`config.mk`:
```
export PLATFORM = sky130hd
export DESIGN_NAME = rdrsp_buf_nr1wa_flat
export DESIGN_NICKNAME = d
export VERILOG_FILES = /design/src/rtl/rdrsp_buf_nr1wa_pkg.sv /design/src/rtl/rdrsp_buf_nr1wa_if.sv /design/src/rtl/rdrsp_buf_nr1wa_fifo.sv /design/src/rtl/rdrsp_buf_nr1wa.sv /design/src/flat_wrapper.sv
export SDC_FILE = /design/constraint.sdc
export NUM_CORES = 2
export LEC_CHECK = 0
export CAP_MARGIN = 10
export CORE_ASPECT_RATIO = 1.2
export CORE_MARGIN = 1.5
export CORE_UTILIZATION = 25
export DETAILED_ROUTE_END_ITERATION = 10
export DONT_BUFFER_PORTS = 1
export GPL_TIMING_DRIVEN = 0
export PLACE_DENSITY = 0.46
export SLEW_MARGIN = 30
export SYNTH_ARGS = -nofsm -noshare
export SYNTH_HDL_FRONTEND = slang
export SYNTH_SLANG_ARGS = --single-unit
```
`constraint.sdc`:
```
create_clock -name clk -period 5.2 [get_ports clk]
set_clock_uncertainty 0.15 [all_clocks]
set_input_delay 0.52 -clock clk [delete_from_list [all_inputs] [get_ports clk]]
set_output_delay 0.52 -clock clk [all_outputs]
set_load 0.01 [all_outputs]
```
`src/rtl/rdrsp_buf_nr1wa_pkg.sv`:
```
// nr1wa_pkg: shared constants, pointer type and helpers for the nr1wa read front end.
package nr1wa_pkg;

    localparam int RD_LAT_DFLT = 3;

    // Wide enough for the deepest legal FIFO (16 entries).
    typedef logic [3:0] fifo_ptr_t;

    function automatic int clog2(input int n);
        int r;
        r = 0;
        for (int i = 0; i < 31; i++)
            if ((1 << i) < n) r = i + 1;
        return r;
    endfunction

endpackage

```
`src/rtl/rdrsp_buf_nr1wa_if.sv`:
```
// rdrsp_buf_nr1wa_if: client-side request/response bundle for all read ports.
interface rdrsp_buf_nr1wa_if #(
    parameter int WIDTH   = 32,
    parameter int BITADDR = 13,
    parameter int NUMRDPT = 4
);

    logic [NUMRDPT-1:0]         cl_rd_vld;
    logic [NUMRDPT-1:0]         cl_rd_rdy;
    logic [NUMRDPT*BITADDR-1:0] cl_rd_adr;
    logic [NUMRDPT-1:0]         cl_rsp_vld;
    logic [NUMRDPT-1:0]         cl_rsp_rdy;
    logic [NUMRDPT*WIDTH-1:0]   cl_rsp_dout;

    modport master (
        output cl_rd_vld, cl_rd_adr, cl_rsp_rdy,
        input  cl_rd_rdy, cl_rsp_vld, cl_rsp_dout
    );

    modport slave (
        input  cl_rd_vld, cl_rd_adr, cl_rsp_rdy,
        output cl_rd_rdy, cl_rsp_vld, cl_rsp_dout
    );

endinterface

```
`src/rtl/rdrsp_buf_nr1wa_fifo.sv`:
```
// rdrsp_fifo: one port's response FIFO; head is driven straight from storage, overflowing pushes are dropped.
module rdrsp_fifo
    import nr1wa_pkg::*;
#(
    parameter int WIDTH   = 32,
    parameter int FIFODEP = 4
) (
    input  logic             clk,
    input  logic             rst_n,
    input  logic             push,
    input  logic [WIDTH-1:0] din,
    input  logic             pop,
    output logic [WIDTH-1:0] dout,
    output logic             empty,
    output logic             ovf
);

    localparam int                BITCNT = clog2(FIFODEP + 1);
    localparam fifo_ptr_t         LAST   = fifo_ptr_t'(FIFODEP - 1);
    localparam logic [BITCNT-1:0] DEPC   = BITCNT'(FIFODEP);

    logic [WIDTH-1:0]  mem [16];
    fifo_ptr_t         wp, rp;
    logic [BITCNT-1:0] occ;
    logic              full, wr, rd;

    assign full  = occ == DEPC;
    assign empty = occ == '0;
    assign wr    = push & ~full;
    assign rd    = pop & ~empty;
    assign ovf   = push & full;
    assign dout  = mem[rp];

    always_ff @(posedge clk or negedge rst_n) begin
        if (!rst_n) begin
            wp  <= '0;
            rp  <= '0;
            occ <= '0;
            for (int i = 0; i < 16; i++) mem[i] <= '0;
        end else begin
            if (wr) begin
                mem[wp] <= din;
                wp      <= wp == LAST ? '0 : wp + 1'b1;
            end
            if (rd) rp <= rp == LAST ? '0 : rp + 1'b1;
            occ <= occ + BITCNT'(wr) - BITCNT'(rd);
        end
    end

endmodule

```
`src/rtl/rdrsp_buf_nr1wa.sv`:
```
// rdrsp_buf_nr1wa: credit-based valid/ready front end for the fixed-latency nr1wa read ports,
// with a per-port latency checker and sticky error flag.
module rdrsp_buf_nr1wa
    import nr1wa_pkg::*;
#(
    parameter int WIDTH   = 32,
    parameter int BITADDR = 13,
    parameter int NUMRDPT = 4,
    parameter int RD_LAT  = RD_LAT_DFLT,
    parameter int FIFODEP = 4,
    parameter int BITFIFO = 2
) (
    input  logic                       clk,
    input  logic                       rst_n,
    rdrsp_buf_nr1wa_if.slave           cl,
    output logic [NUMRDPT-1:0]         read,
    output logic [NUMRDPT*BITADDR-1:0] rd_adr,
    input  logic [NUMRDPT-1:0]         rd_vld,
    input  logic [NUMRDPT*WIDTH-1:0]   rd_dout,
    output logic [NUMRDPT-1:0]         err
);

    localparam logic [BITFIFO:0] DEPC = (BITFIFO + 1)'(FIFODEP);

    assign rd_adr = cl.cl_rd_adr;

    for (genvar p = 0; p < NUMRDPT; p++) begin : g_port
        logic [BITFIFO:0]  cnt;
        logic [RD_LAT-1:0] exp;
        logic              err_q, empty, ovf, pop;

        // Credits cover both in-flight core reads and held entries, so a push can never find the FIFO full.
        assign cl.cl_rd_rdy[p]  = cnt < DEPC;
        assign read[p]          = cl.cl_rd_vld[p] & cl.cl_rd_rdy[p];
        assign cl.cl_rsp_vld[p] = ~empty;
        assign pop              = ~empty & cl.cl_rsp_rdy[p];
        assign err[p]           = err_q;

        always_ff @(posedge clk or negedge rst_n) begin
            if (!rst_n) begin
                cnt   <= '0;
                exp   <= '0;
                err_q <= 1'b0;
            end else begin
                cnt   <= cnt + (BITFIFO + 1)'(read[p]) - (BITFIFO + 1)'(pop);
                exp   <= RD_LAT'({exp, read[p]});
                err_q <= err_q | ovf | (rd_vld[p] != exp[RD_LAT-1]);
            end
        end

        rdrsp_fifo #(.WIDTH(WIDTH), .FIFODEP(FIFODEP)) u_fifo (
            .clk   (clk),
            .rst_n (rst_n),
            .push  (rd_vld[p]),
            .din   (rd_dout[p*WIDTH +: WIDTH]),
            .pop   (pop),
            .dout  (cl.cl_rsp_dout[p*WIDTH +: WIDTH]),
            .empty (empty),
            .ovf   (ovf)
        );
    end

endmodule
```
`src/flat_wrapper.sv`:
```
// flat-port wrapper written by rule: the top's interface ports become plain ports
module rdrsp_buf_nr1wa_flat import nr1wa_pkg::*;
#(
    parameter int WIDTH   = 32,
    parameter int BITADDR = 13,
    parameter int NUMRDPT = 4,
    parameter int RD_LAT  = RD_LAT_DFLT,
    parameter int FIFODEP = 4,
    parameter int BITFIFO = 2
)
  (clk, rst_n, read, rd_adr, rd_vld, rd_dout, err, cl_cl_rd_vld, cl_cl_rd_adr, cl_cl_rsp_rdy, cl_cl_rd_rdy, cl_cl_rsp_vld, cl_cl_rsp_dout);
  rdrsp_buf_nr1wa_if #(.WIDTH(WIDTH), .BITADDR(BITADDR), .NUMRDPT(NUMRDPT)) cl_i ();
  input  logic clk;
  input  logic rst_n;
  output logic [NUMRDPT-1:0] read;
  output logic [NUMRDPT*BITADDR-1:0] rd_adr;
  input  logic [NUMRDPT-1:0] rd_vld;
  input  logic [NUMRDPT*WIDTH-1:0] rd_dout;
  output logic [NUMRDPT-1:0] err;
  input wire logic [$bits(cl_i.cl_rd_vld)-1:0] cl_cl_rd_vld;
  input wire logic [$bits(cl_i.cl_rd_adr)-1:0] cl_cl_rd_adr;
  input wire logic [$bits(cl_i.cl_rsp_rdy)-1:0] cl_cl_rsp_rdy;
  output wire logic [$bits(cl_i.cl_rd_rdy)-1:0] cl_cl_rd_rdy;
  output wire logic [$bits(cl_i.cl_rsp_vld)-1:0] cl_cl_rsp_vld;
  output wire logic [$bits(cl_i.cl_rsp_dout)-1:0] cl_cl_rsp_dout;
  assign cl_i.cl_rd_vld = cl_cl_rd_vld;
  assign cl_i.cl_rd_adr = cl_cl_rd_adr;
  assign cl_i.cl_rsp_rdy = cl_cl_rsp_rdy;
  assign cl_cl_rd_rdy = cl_i.cl_rd_rdy;
  assign cl_cl_rsp_vld = cl_i.cl_rsp_vld;
  assign cl_cl_rsp_dout = cl_i.cl_rsp_dout;
  rdrsp_buf_nr1wa #(.WIDTH(WIDTH), .BITADDR(BITADDR), .NUMRDPT(NUMRDPT), .RD_LAT(RD_LAT), .FIFODEP(FIFODEP), .BITFIFO(BITFIFO)) u_core (.clk(clk), .rst_n(rst_n), .cl(cl_i), .read(read), .rd_adr(rd_adr), .rd_vld(rd_vld), .rd_dout(rd_dout), .err(err));
endmodule
```
==> results.py <==
metrics = {
    "routing": {
        "antenna_left": 0,
        "drt_wl_total_um": 282000,
        "first_iter_violations": 2923,
        "vias_per_cell": 4.67,
        "vias": 54500,
        "drc_errors": 0,
        "wl_per_cell_um": 24.1,
        "drt-pass1-iter-count": 5,
    },
    "cells_and_area": {
        "fin_area_um2": 112000,
        "fill_cells": 38000,
        "area_delta_synth_final_pct": 16.8,
        "layoutNonFillerInstCount": 11700,
        "drive_above_1_share_pct": 20.1,
        "fin_nets": 6709,
        "final_common_cell": "dfrtp_1",
        "final_cell_mix": "2120 x dfrtp_1, 1917 x mux2_1, 448 x mux4_2, 271 x clkbuf_1, 256 x mux2i_1",
    },
    "clock_network": {
        "cts_tree": "yes",
        "cts_buffers": 235,
        "postCtsSetupBuffers": 0,
        "numClockSinks": 2120,
        "htree_levels": 4,
        "cts.clk_slew.worst_paths_ns": 0.06,
        "clk_latency_ns": 0.90,
        "clk_path_buf_depth": 4,
        "root_buffer": "clkbuf_16",
        "ctsResizeCount": 0,
    },
    "yosys": {
        "yosys.area_share.simple_pct": 1.05,
        "synth-edff-count": 0,
        "synth.area.mux_share_pct": 37.4,
        "synth_top_family_by_area": "multiplexers",
        "synth.avg_cell_area_um2": 15.8,
        "synth_compound_area_share_pct": 2.20,
        "synthXorXnorAreaFrac_pct": 0.228,
        "ys_types": 40,
        "synth_fa_ha_area_share_pct": 0.624,
        "syn_area_um2": 95900,
        "syn_inst": 6071,
        "synth_warnings": 0,
        "synthFlopType": "dfrtp_1",
        "synth-seq-area-share_pct": 55.3,
        "synth_nets": 6308,
        "synthArstFlopShare_pct": 100,
        "ys_ff_latch": 2120,
    },
    "power_and_ir_drop": {
        "total_power_mw": 50.9,
        "switching_share_pct": 32.3,
        "clkPwrFrac_pct": 33.3,
        "powerDensity_nw_per_um2": 455,
        "seqPwrFrac_pct": 39.1,
        "combPwrFrac_pct": 27.6,
        "irDropWorstVdd_mv": 0.333,
        "p_leak_nw": 53.0,
        "p_switching_mw": 16.5,
        "p_int_mw": 34.5,
    },
    "worst_setup_path": {
        "arrival_ns": 5.37,
        "max_stage_delay_ns": 0.63,
        "crit_type": "in2async",
        "regToRegEndpoint": "u_core.g_port[1].cnt[2]",
        "critPathBufInv": 9,
        "cp.required_ns": 6.10,
        "worstSetupEndpointType": "asynchronous set/reset pin",
        "worstPathMaxFanout": 133,
        "rr_startpoint": "u_core.g_port[1].u_fifo.occ[1]",
        "cp_top_family": "buffers and inverters",
        "path_cells": "dlygate4sd3_1 > dlygate4sd3_1 > buf_16 > buf_16 > buf_16 > buf_16 > buf_16 > buf_16 > clkbuf_16",
        "r2r_cells": 10,
        "cp_slowest_cell": "dlygate4sd3_1",
        "cp-start-kind": "input pin",
        "cpMostUsedCell": "buf_16",
        "r2r_slack_ns": 1.81,
    },
    "floorplanning": {
        "dieArea_um2": 387000,
        "rows": 248,
        "ioPinCount": 390,
        "start_util_pct": 25.2,
        "dieHeight_um": 681,
        "die_x_um": 568,
        "core_um2": 381000,
    },
    "placed_design": {
        "place_area_um2": 103000,
        "dpl_worst_slack_ns": 0.617,
        "gp_congestion": 0.742,
        "dp_hpwl_um": 187000,
        "placedCellCount": 11100,
        "portBuffers": 0,
    },
    "min_path": {
        "hp-start": "rd_dout[6]",
        "hold_path_depth": 2,
        "hp-class": "in2reg",
        "holdPathEnd": "u_core.g_port[0].u_fifo.mem[486]",
    },
    "global_routing": {
        "grt_max_degree": 172,
        "grt_pass1_vias": 60500,
        "grt_pass1_wl_um": 420000,
        "grt_use_total_pct": 14.4,
        "antenna_found_initial": 31,
        "grt-ovfl-total": 0,
    },
    "sta": {
        "rsz0062_at_grt": "false",
        "layout_setup_ws_ns": 0.732,
        "hold_viol": 0,
        "relSlewSlack_pct": 27.8,
        "finalCritPeriodShare_pct": 85.9,
        "finalSetupTns_ns": 0,
        "fmax_mhz": 224,
        "setup_viol": 0,
        "slew_violations": 0,
        "min_period_ns": 4.47,
        "tightest_slew_ns": 1.08,
    },
    "job": {
        "drv_cap": 0,
    },
    "run_status": {
        "status": "finished clean",
    },
}
## worst reg2reg max path, delay by kind of cell (launching register included)
family | cells | cell delay [ns]
xor+xnor | 2 | 0.34
fa+ha+maj | 3 | 0.93
buf+inv | 3 | 0.51
flops | 1 | 0.41
simple gates | 2 | 0.97
## registers in the layout (all words and copies together), names as in the netlist
register / cells
u_core.g_port.cnt: 12
u_core.g_port.u_fifo.occ: 12
u_core.g_port.u_fifo.rp: 16
u_core.g_port.exp: 12
u_core.g_port.err_q: 4
u_core.g_port.u_fifo.mem: 2048
u_core.g_port.u_fifo.wp: 16
## how the worst max path moves through the flow
stage                              startpoint                          endpoint  slack, ns  cells after the start
2_1_floorplan  u_core.g_port[0].u_fifo.occ[2]    u_core.g_port[0].u_fifo.occ[2]       2.62                      9
3_3_place_gp    u_core.g_port[3].u_fifo.rp[1]               cl_cl_rsp_dout[114]       1.60                      4
3_5_place_dp                            rst_n   u_core.g_port[1].u_fifo.mem[47]       0.62                      6
4_1_cts                                 rst_n   u_core.g_port[1].u_fifo.mem[79]       0.05                      9
5_1_grt                                 rst_n  u_core.g_port[1].u_fifo.mem[193]       0.24                      9
6_report                                rst_n    u_core.g_port[1].u_fifo.occ[2]       0.73                      9
## synth_stat cells (4+ instances only)
cell type	count	area share (%)
inv_1	44	0.17
and3_1	6	0.039
buf_6	20	0.23
nor2_1	17	0.067
mux2i_1	256	2.7
ha_1	35	0.46
fa_1	8	0.17
mux2_1	1917	23
buf_1	17	0.067
buf_2	242	1.3
mux2_2	140	1.6
a22oi_1	64	0.50
a221oi_1	128	1.2
clkbuf_1	239	0.94
and2_1	7	0.046
nand2_1	97	0.38
or3_1	4	0.026
xnor2_1	22	0.20
a21oi_1	10	0.052
nor2b_1	11	0.072
mux4_2	448	11
dfrtp_1	2120	55
nand3_1	35	0.18
o21ai_0	72	0.38
buf_4	66	0.52
nand4_1	20	0.13
## cells by family after synthesis
| logic type | after synthesis |
|---|---|
| AO/OA/AOI/OAI | 285 |
| flip-flops | 2120 |
| buffers and inverters | 628 |
| XOR/XNOR | 25 |
| adder cells (fa/ha/maj) | 43 |
| multiplexers | 2761 |
| AND/OR/NAND/NOR | 209 |
## through the flow
step	hold slack, ns	utilization, %
CTS	0.000162	29.4
global route	0.0406	29.4
detailed placement	0.0790	26.9
finish	0.0979	29.4
global placement	0.164	26.8
floorplan	0.0744	-
## timing repair
| item | CTS | global route |
|---|---|---|
| hold buffers | 144 | 0 |
| endpoints found under the hold margin | 2598 | 0 |
| setup endpoints to repair | 0 | 265 |
## metal layers
metal	track usage (%)	share of wire, %
met1	18.2	43
met2	25.2	50
met3	2.57	4.1
met4	3.85	2.7
met5	0	0.032
## area by class of cell
type                       count  area (um2)  share of cell area, %
antenna                        6        15.0                 0.0134
buffer                       584        2920                   2.61
clock buffer                 351        6980                   6.23
clock inverter                72         847                  0.757
inverter                      44         165                  0.148
multi-input combinational   3323       39700                   35.5
sequential                  2120       53100                   47.4
tap                         5000        6260                   5.59
timing repair buffer         164        1980                   1.77
## power by group through the flow
stage / sequential (mW) / clock (mW) / combinational, mW
after global routing: 20.2 / 18.2 / 15.2
final: 19.9 / 17.0 / 14.0
after global placement: 20.0 / 0 / 13.8
after floorplan: 19.8 / 0 / 9.33
after CTS: 19.9 / 17.5 / 14.6
after detailed placement: 20.2 / 0 / 14.4
Note: power is estimated with default switching activity, not from simulation.
